[config.mk]
export PLATFORM = sky130hd
export DESIGN_NAME = uart_tx_bus_slave
export DESIGN_NICKNAME = d
export VERILOG_FILES = /design/src/rtl/uart_tx_bus_slave.sv
export SDC_FILE = /design/constraint.sdc
export NUM_CORES = 1
export LEC_CHECK = 0
export ABC_AREA = 1
export CAP_MARGIN = 15
export CORE_MARGIN = 2
export CORE_UTILIZATION = 30
export DETAILED_ROUTE_END_ITERATION = 10
export PLACE_DENSITY = 0.61
export REMOVE_ABC_BUFFERS = 1
export SETUP_SLACK_MARGIN = 0.02
export SYNTH_ARGS = -nofsm -noshare
export SYNTH_HDL_FRONTEND = slang
export SYNTH_SLANG_ARGS = --single-unit
[constraint.sdc]
create_clock -name clk -period 5.42 [get_ports clk]
set_input_delay 0.542 -clock clk [delete_from_list [all_inputs] [get_ports clk]]
set_output_delay 0.542 -clock clk [all_outputs]
set_load 0.03 [all_outputs]
[src/rtl/uart_tx_bus_slave.sv]
// Memory-mapped 8N1 UART transmitter with a small TX FIFO.
// Registers (word addresses relative to BASE_ADDR):
//   +0 TXD    (W: push byte, R: 0)
//   +4 STATUS (R: overflow, done, empty, full, busy; W1C: done[3], overflow[4])
//   +8 CTRL   (R/W: irq_en in bit 0)
// ReadData is combinational and zero whenever this slave is not selected.
module uart_tx_bus_slave #(
    parameter logic [31:0] BASE_ADDR    = 32'h40000018,
    parameter int unsigned CLKS_PER_BIT = 5208,
    parameter int unsigned FIFO_DEPTH   = 4
) (
    input  logic        clk,
    input  logic        reset,
    input  logic        MemRd,
    input  logic        MemWr,
    input  logic [31:0] Addr,
    input  logic [31:0] WriteData,
    output logic [31:0] ReadData,
    output logic        UART_TX,
    output logic        tx_irq
);

    localparam int unsigned BAUD_W = (CLKS_PER_BIT > 1) ? $clog2(CLKS_PER_BIT) : 1;
    localparam int unsigned PTR_W  = (FIFO_DEPTH > 1) ? $clog2(FIFO_DEPTH) : 1;
    localparam int unsigned CNT_W  = PTR_W + 1;

    localparam logic [BAUD_W-1:0] BAUD_LAST     = BAUD_W'(CLKS_PER_BIT - 1);
    localparam logic [CNT_W-1:0]  FIFO_FULL_CNT = CNT_W'(FIFO_DEPTH);

    localparam logic [29:0] TXD_WA    = BASE_ADDR[31:2];
    localparam logic [29:0] STATUS_WA = TXD_WA + 30'd1;
    localparam logic [29:0] CTRL_WA   = TXD_WA + 30'd2;

    localparam logic [1:0] ST_IDLE  = 2'd0;
    localparam logic [1:0] ST_START = 2'd1;
    localparam logic [1:0] ST_DATA  = 2'd2;
    localparam logic [1:0] ST_STOP  = 2'd3;

    // Transmit FSM and datapath state
    logic [1:0]        state,    state_d;
    logic [BAUD_W-1:0] baud_cnt, baud_cnt_d;
    logic [2:0]        bit_idx,  bit_idx_d;
    logic [7:0]        shift,    shift_d;
    logic              tx_q,     tx_d;
    logic              pop;
    logic              frame_done;

    // FIFO state
    logic [7:0]       fifo_mem [FIFO_DEPTH];
    logic [PTR_W-1:0] wr_ptr;
    logic [PTR_W-1:0] rd_ptr;
    logic [CNT_W-1:0] fifo_cnt;
    logic             fifo_empty;
    logic             fifo_full;
    logic             push;
    logic             overflow_set;

    // Control / status registers
    logic done_flag;
    logic overflow;
    logic irq_en;

    // Bus decode
    logic sel_txd;
    logic sel_status;
    logic sel_ctrl;
    logic wr_txd;
    logic wr_status;
    logic wr_ctrl;
    logic busy;
    logic baud_end;

    // Address bits and data bits that no register uses
    logic unused_bits;

    assign unused_bits = ^{Addr[1:0], WriteData[31:8]};

    assign sel_txd    = (Addr[31:2] == TXD_WA);
    assign sel_status = (Addr[31:2] == STATUS_WA);
    assign sel_ctrl   = (Addr[31:2] == CTRL_WA);
    assign wr_txd     = MemWr && sel_txd;
    assign wr_status  = MemWr && sel_status;
    assign wr_ctrl    = MemWr && sel_ctrl;

    assign fifo_empty = (fifo_cnt == '0);
    assign fifo_full  = (fifo_cnt == FIFO_FULL_CNT);
    assign busy       = (state != ST_IDLE);
    assign baud_end   = (baud_cnt == BAUD_LAST);

    // A push on a full FIFO is still accepted when a pop happens on the same edge
    assign push         = wr_txd && (!fifo_full || pop);
    assign overflow_set = wr_txd && fifo_full && !pop;

    assign UART_TX = tx_q;
    assign tx_irq  = done_flag & irq_en;

    // Next-state, pop and serial-line logic for the frame sequencer
    always_comb begin
        state_d    = state;
        baud_cnt_d = baud_cnt;
        bit_idx_d  = bit_idx;
        shift_d    = shift;
        pop        = 1'b0;
        frame_done = 1'b0;
        tx_d       = 1'b1;

        case (state)
            ST_IDLE: begin
                if (!fifo_empty) begin
                    state_d    = ST_START;
                    pop        = 1'b1;
                    shift_d    = fifo_mem[rd_ptr];
                    baud_cnt_d = '0;
                end
            end
            ST_START: begin
                if (baud_end) begin
                    state_d    = ST_DATA;
                    bit_idx_d  = 3'd0;
                    baud_cnt_d = '0;
                end else begin
                    baud_cnt_d = baud_cnt + BAUD_W'(1);
                end
            end
            ST_DATA: begin
                if (baud_end) begin
                    baud_cnt_d = '0;
                    if (bit_idx == 3'd7) begin
                        state_d = ST_STOP;
                    end else begin
                        bit_idx_d = bit_idx + 3'd1;
                        shift_d   = {1'b0, shift[7:1]};
                    end
                end else begin
                    baud_cnt_d = baud_cnt + BAUD_W'(1);
                end
            end
            ST_STOP: begin
                if (baud_end) begin
                    frame_done = 1'b1;
                    baud_cnt_d = '0;
                    if (!fifo_empty) begin
                        state_d = ST_START;
                        pop     = 1'b1;
                        shift_d = fifo_mem[rd_ptr];
                    end else begin
                        state_d = ST_IDLE;
                    end
                end else begin
                    baud_cnt_d = baud_cnt + BAUD_W'(1);
                end
            end
            default: begin
                state_d    = ST_IDLE;
                baud_cnt_d = '0;
            end
        endcase

        // Line level is derived from the next state so UART_TX stays a clean flop output
        case (state_d)
            ST_START: tx_d = 1'b0;
            ST_DATA:  tx_d = shift_d[0];
            default:  tx_d = 1'b1;
        endcase
    end

    // Frame sequencer registers; reset aborts any frame and idles the line
    always_ff @(posedge clk) begin
        if (reset) begin
            state    <= ST_IDLE;
            baud_cnt <= '0;
            bit_idx  <= 3'd0;
            shift    <= 8'd0;
            tx_q     <= 1'b1;
        end else begin
            state    <= state_d;
            baud_cnt <= baud_cnt_d;
            bit_idx  <= bit_idx_d;
            shift    <= shift_d;
            tx_q     <= tx_d;
        end
    end

    // FIFO storage; contents need no reset because the count gates every read
    always_ff @(posedge clk) begin
        if (push) begin
            fifo_mem[wr_ptr] <= WriteData[7:0];
        end
    end

    // FIFO pointers and occupancy
    always_ff @(posedge clk) begin
        if (reset) begin
            wr_ptr   <= '0;
            rd_ptr   <= '0;
            fifo_cnt <= '0;
        end else begin
            if (push) begin
                wr_ptr <= wr_ptr + PTR_W'(1);
            end
            if (pop) begin
                rd_ptr <= rd_ptr + PTR_W'(1);
            end
            case ({push, pop})
                2'b10:   fifo_cnt <= fifo_cnt + CNT_W'(1);
                2'b01:   fifo_cnt <= fifo_cnt - CNT_W'(1);
                default: fifo_cnt <= fifo_cnt;
            endcase
        end
    end

    // Sticky status flags (hardware set beats software clear) and CTRL
    always_ff @(posedge clk) begin
        if (reset) begin
            done_flag <= 1'b0;
            overflow  <= 1'b0;
            irq_en    <= 1'b0;
        end else begin
            if (frame_done) begin
                done_flag <= 1'b1;
            end else if (wr_status && WriteData[3]) begin
                done_flag <= 1'b0;
            end

            if (overflow_set) begin
                overflow <= 1'b1;
            end else if (wr_status && WriteData[4]) begin
                overflow <= 1'b0;
            end

            if (wr_ctrl) begin
                irq_en <= WriteData[0];
            end
        end
    end

    // Zero-latency read mux; idle value 0 so it can be ORed with other slaves
    always_comb begin
        ReadData = 32'd0;
        if (MemRd) begin
            if (sel_status) begin
                ReadData = {27'd0, overflow, done_flag, fifo_empty, fifo_full, busy};
            end else if (sel_ctrl) begin
                ReadData = {31'd0, irq_en};
            end
        end
    end

endmodule
==> results of run 1 <==
-- power by group through the flow --
stage / Sequential, mW / Clock (mW) / Combinational (mW)
finish: 0.606 / 0.698 / 0.340
global route: 0.610 / 0.730 / 0.383
CTS: 0.606 / 0.708 / 0.340
detailed placement: 0.618 / 0 / 0.338
global placement: 0.616 / 0 / 0.332
floorplan: 0.614 / 0 / 0.239
-- flip-flops by register name, indices dropped and copies added, names as in the netlist, named ones only --
signal / flops
UART_TX: 1
baud_cnt: 13
bit_idx: 3
done_flag: 1
fifo_cnt: 3
fifo_mem: 32
irq_en: 1
overflow: 1
rd_ptr: 2
shift: 8
state: 2
wr_ptr: 2
-- how the worst max path moves through the flow --
| stage | slack (ns) | end | start | cells after the start |
|---|---|---|---|---|
| CTS | 2.23 | ReadData[0] | Addr[2] | 6 |
| global route | 2.09 | ReadData[0] | Addr[21] | 9 |
| global placement | 2.28 | ReadData[0] | Addr[23] | 9 |
| floorplan | 2.94 | ReadData[0] | Addr[11] | 6 |
| finish | 2.23 | ReadData[0] | Addr[2] | 6 |
| detailed placement | 2.25 | ReadData[0] | Addr[2] | 6 |
-- stage by stage --
| step | util | area (um^2) | worst slack, ns | cells | hold slack, ns |
|---|---|---|---|---|---|
| 2_1_floorplan | - | 3914 | 2.943 | 516 | 0.4311 |
| 3_3_place_gp | 0.3471 | 4614 | 2.280 | 740 | 0.4481 |
| 3_5_place_dp | 0.3471 | 4614 | 2.253 | 740 | 0.4602 |
| 4_1_cts | 0.3736 | 4967 | 2.231 | 756 | 0.4721 |
| 5_1_grt | 0.3736 | 4967 | 2.095 | 756 | 0.4939 |
| 6_report | 0.3736 | 4967 | 2.230 | 756 | 0.4662 |
-- critical path: stages --
cell and delay, ns:
clkdlybuf4s50_1 0.52, inv_1 0.08, nor4_1 0.38, nand3_1 0.21, o21ai_0 0.20, clkdlybuf4s50_1 0.71
-- kinds of logic after synthesis --
kind of cell	share of synthesized area
XOR/XNOR	0.002142
flip-flops	0.4259
AO/OA/AOI/OAI	0.09394
AND/OR/NAND/NOR	0.2971
other	0.0009171
adder cells (fa/ha/maj)	0.04774
buffers and inverters	0.1322
-- metal layers --
metal,GRT usage,vias up,wire (um)
met4,0.05451,0,133
li1,-,1776,-
met5,0,-,0
met1,0.1470,1570,3920
met3,0.02642,11,617
met2,0.2267,121,4258
-- cell type report --
class | count | area share
Multi-Input combinational cell | 374 | 0.3834
Sequential cell | 71 | 0.3506
Timing Repair Buffer | 48 | 0.09673
Inverter | 71 | 0.05390
Clock buffer | 9 | 0.04534
Tap cell | 176 | 0.04433
Clock inverter | 7 | 0.02569
-- layout by cell type, fill, tap and decap left out, types with 2 or more instances in the layout --
cell | netlist | routed
nand2_1 | 117 | 117
inv_1 | 63 | 63
nand3_1 | 55 | 55
nor2_1 | 50 | 50
clkdlybuf4s50_1 | 0 | 48
dfxtp_1 | 39 | 39
edfxtp_1 | 32 | 32
conb_1 | 1 | 27
a21oi_1 | 24 | 24
o21ai_0 | 23 | 23
ha_1 | 14 | 14
nand4_1 | 12 | 12
clkbuf_16 | 0 | 9
a31oi_1 | 7 | 7
inv_2 | 6 | 6
nand2_2 | 6 | 6
nor2_2 | 6 | 6
nor3_1 | 4 | 4
nor2_4 | 3 | 3
a211oi_1 | 3 | 3
o21ai_1 | 3 | 3
bufinv_16 | 0 | 3
nor4_1 | 2 | 2
nand3_2 | 2 | 2
a221oi_1 | 2 | 2
clkinv_4 | 0 | 2
==> qor.txt, run 1 <==
Ys async rst share: 0
Net count, final: 658
Worst-margin pin slew: 0.8684 ns
Starting density of the core: 0.3075
Final wirelength: 8930 um
Post-DP HPWL: 6518 um
Core area: 13300 um^2
GP Congestion: 0.7986
Post-DR wirelength/cell: 11.81 um
Diode count: 0
Part of the power in registers: 0.369
Max Freq: 313.5 MHz
CP endpoint kind: output pin
Avg Inst Size Synth: 7.730 um^2
Post-DRT Antenna Nets: 0
Die area: 14580 um^2
Hold depth: 2
Drt pass-1 iters: 4
Clk sink count: 71
Status: complete, no violations
GRT Resource Usage Total: 0.1273
# rows: 42
Pwr dens: 331.0 nW/um^2
Post-Syn Instances: 529
Later-pin clock latency in the skew report: 0.33 ns
Post-DR vias/cell: 4.601
Sw Share: 0.3008
R2R depth: 14
Layout fillers: 1341
Fin crit share: 0.5886
Cell accounting for the most synthesized area: edfxtp_1
Synth top area share: 0.2350
P_sw: 0.4946 mW
Max-slew violations: 0
CTS tree: done
CTS buffer count: 9
Post-synthesis cell area: 4089 um^2
Hold buffers post-CTS: 0
Post-synthesis sequential area ratio: 0.4259
I/O pin count: 102
P&R area growth vs syn: 21.48%
Number of synthesized flops with an enable pin: 32
Reg2reg end: fifo_cnt[2]
Skew final: 0.01048 ns
Share of post-route cells with drive strength above 1: 0.07931
Crit path launch type: primary input
Die W: 120.7 um
R2R Setup Slk: 2.60 ns
Max VDD drop: 0.1730 mV
CP Data Required Time: 4.88 ns
Post-CTS setup buffer count: 0
Clock Pin Slew Worst Setup and Hold Paths: 0.05 ns
Root buf cell: clkbuf_16
Gate power share: 0.207
Top cells by count, synth: 117 x nand2_1, 63 x inv_1, 55 x nand3_1
Vias in the first global route: 3424
Worst R2R Start: state[0]
DRC Markers: 0
Setup CP Type: primary input to output pin
Vias: 3478
Post-cts sizing count: 0
Relative slew margins: 0.4189
Initial antenna violation count: 0
Hold EP: bit_idx[1]
Setup violators final: 0
Final setup TNS: 0 ns
Flip-flop and latch area: 1742 um^2
Largest net degree at the start of global routing: 21
Unrepaired setup endpoints after global routing: no
Post-layout minimum cycle time: 3.190 ns
Clock Tree Buf Depth: 2
Internal: 1.150 mW
#FFs+latches synth: 71
First-pass GRT wire length: 14970 um
Gr ovfl total: 0
Die height: 120.7 um
Main flop type after synthesis: dfxtp_1
Post-synth cell types: 42
Multi-input gate area: 1904 um^2
Hold WC Path Type: register to register
Total Power: 1.644 mW
Synth area leaders: edfxtp_1 24%, dfxtp_1 19%, nand2_1 11%
Max Cap Viol: 0
Max H-tree Level: 3
Ys Warns: 0
Final Hold Viols: 0
Port Buffer Count: 48
Pleak: 1.973 nW
Clock share of power: 0.424
Hold Startpoint: bit_idx[1]
WP data arrival: 2.65 ns
Top-count cell post-synth: nand2_1
Crit path max fanout: 5
Initial drt markers: 281
No activity file was read; power rests on OpenSTA's default activity.
==> run 2: changes to the inputs <==
==> constraint.sdc (replaced) <==
create_clock -name clk -period 3.07 [get_ports clk]
set_input_delay 0.307 -clock clk [delete_from_list [all_inputs] [get_ports clk]]
set_output_delay 0.307 -clock clk [all_outputs]
set_load 0.03 [all_outputs]
==> run 2 against run 1 <==
Power is 66% higher; design area shrank 0.18%; wire length increased by 1.4%; clock power is 50% higher; first-iteration DRC count shrank 25%; sequential cell count unchanged; combinational power grew 79%; hold slack worse by 0.0013 ns; cell count increased by 0.79%; clock-buffer cell count rose by 1; clock skew is 0.0026 ns lower; critical path type is now register to register.
==> qor.txt, run 2 (synthesized netlist as in run 1, its figures left out) <==
CP Data Required Time: 3.29 ns
R2R Setup Slk: 0.32 ns
Unrepaired setup endpoints after global routing: no
Core area: 13300 um^2
Final Cell Area: 4959 um^2
Post-DRT Antenna Nets: 0
Net count, final: 664
Pre-CTS WS: 0.2378 ns
Starting density of the core: 0.3075
Setup CP Type: register to register
Final wirelength: 9056 um
Max FFs per register: 32
Port Buffer Count: 48
Min Hold Slack: 0.4650 ns
Post-DP HPWL: 6530 um
Clk sink count: 71
Worst R2R Start: state[1]
Die height: 120.7 um
Max-slew violations: 0
Post-layout util: 0.3730
Max VDD drop: 0.2116 mV
Commonest cells after routing, fill and taps aside: 117 x nand2_1, 63 x inv_1, 55 x nand3_1
I/O pin count: 102
CTS tree: done
Post-DR vias/cell: 4.664
Initial antenna violation count: 0
Commonest non-fill, non-tap cell in the layout: nand2_1
Pleak: 1.979 nW
Most flops, register: fifo_mem
Share of post-route cells with drive strength above 1: 0.08703
Pwr dens: 549.9 nW/um^2
Post-layout minimum cycle time: 2.755 ns
Final Hold Viols: 0
WP data arrival: 2.98 ns
Fin crit share: 0.8973
GP Congestion: 0.8221
R2R depth: 14
Hold buffers post-CTS: 0
Hold depth: 2
GRT Resource Usage Total: 0.1350
Reg2reg end: fifo_cnt[2]
Top Registers: fifo_mem x32, baud_cnt x13, shift x8
Largest net degree at the start of global routing: 21
Hold EP: bit_idx[1]
Skew final: 0.007890 ns
Crit path max fanout: 8
Post-DP Area: 4659 um^2
Gr ovfl total: 0
Clock Tree Buf Depth: 2
# rows: 42
Post-DR wirelength/cell: 11.88 um
Max H-tree Level: 3
Final WS setup: 0.3154 ns
Relative slew margins: 0.5726
Layout fillers: 1362
Drt pass-1 iters: 5
First-pass GRT wire length: 15860 um
Hold WC Path Type: register to register
Die area: 14580 um^2
Max Freq: 363.0 MHz
Status: complete, no violations
Vias in the first global route: 3480
Vias: 3554
Hold Startpoint: bit_idx[1]
Diode count: 0
Initial drt markers: 211
Die W: 120.7 um
Setup violators final: 0
DRC Markers: 0
Clock Pin Slew Worst Setup and Hold Paths: 0.06 ns
Later-pin clock latency in the skew report: 0.33 ns
P&R area growth vs syn: 21.27%
CP endpoint kind: register
Worst-margin pin slew: 0.6404 ns
Max Cap Viol: 0
CTS buffer count: 9
Crit path launch type: register
Final setup TNS: 0 ns
Root buf cell: clkbuf_16
[run 2: critical path, stage by stage, from the launching register on]
cell and delay [ns]:
dfxtp_1 0.43, inv_1 0.14, ha_1 0.26, nor2_1 0.15
inv_1 0.18, nand4_4 0.17, nand2_2 0.10, nand2_2 0.12
ha_1 0.15, inv_1 0.07, fa_1 0.37, a21oi_1 0.14
o21ai_0 0.12, o21ai_0 0.17, a21oi_1 0.06
[run 2: worst max path at each step]
stage | startpoint | to | slack (ns) | depth (start not counted)
after global routing | state[1] | fifo_cnt[2] | 0.08 | 14
after detailed placement | state[0] | fifo_cnt[2] | 0.24 | 14
after floorplan | state[0] | fifo_cnt[2] | 0.68 | 14
after CTS | state[0] | fifo_cnt[2] | 0.22 | 14
final | state[1] | fifo_cnt[2] | 0.32 | 14
after global placement | Addr[23] | ReadData[0] | 0.32 | 9
[run 2: stage by stage]
stage          power, mW  cells
2_1_floorplan      1.506    516
3_3_place_gp       1.676    746
3_5_place_dp       1.699    746
4_1_cts            2.759    762
5_1_grt            2.885    762
6_report           2.727    762
[run 2: repair_timing]
item | CTS | global route
buffers inserted | 0 | 0
resized for setup | 0 | 1
setup endpoints to repair | 0 | 1
[run 2: power by group]
| group | switching [mW] | internal [mW] | total, mW | leakage, nW |
|---|---|---|---|---|
| clock network | 0.409 | 0.636 | 1.05 | 0.146 |
| registers | 0.0422 | 1.03 | 1.07 | 0.603 |
| logic | 0.409 | 0.200 | 0.609 | 1.23 |
| total | 0.861 | 1.87 | 2.73 | 1.98 |
[run 2: routing by layer]
layer / vias to the layer above / part of all wire / GRT usage
met1: 1612 / 0.43 / 0.1578
met5: - / 0 / 0
met4: 0 / 0.016 / 0.04797
met2: 133 / 0.48 / 0.2345
li1: 1796 / - / -
met3: 13 / 0.078 / 0.03915
[run 2: layout make-up]
| class | instances | area (um^2) | share of cell area |
|---|---|---|---|
| multi-input cells | 374 | 1904 | 0.3841 |
| clock inverters | 6 | 68.82 | 0.01388 |
| well taps | 176 | 220.2 | 0.04441 |
| inverters | 71 | 267.8 | 0.05400 |
| flip-flops and latches | 71 | 1743 | 0.3515 |
| repair buffers | 54 | 525.5 | 0.1060 |
| clock buffers | 10 | 229.0 | 0.04618 |
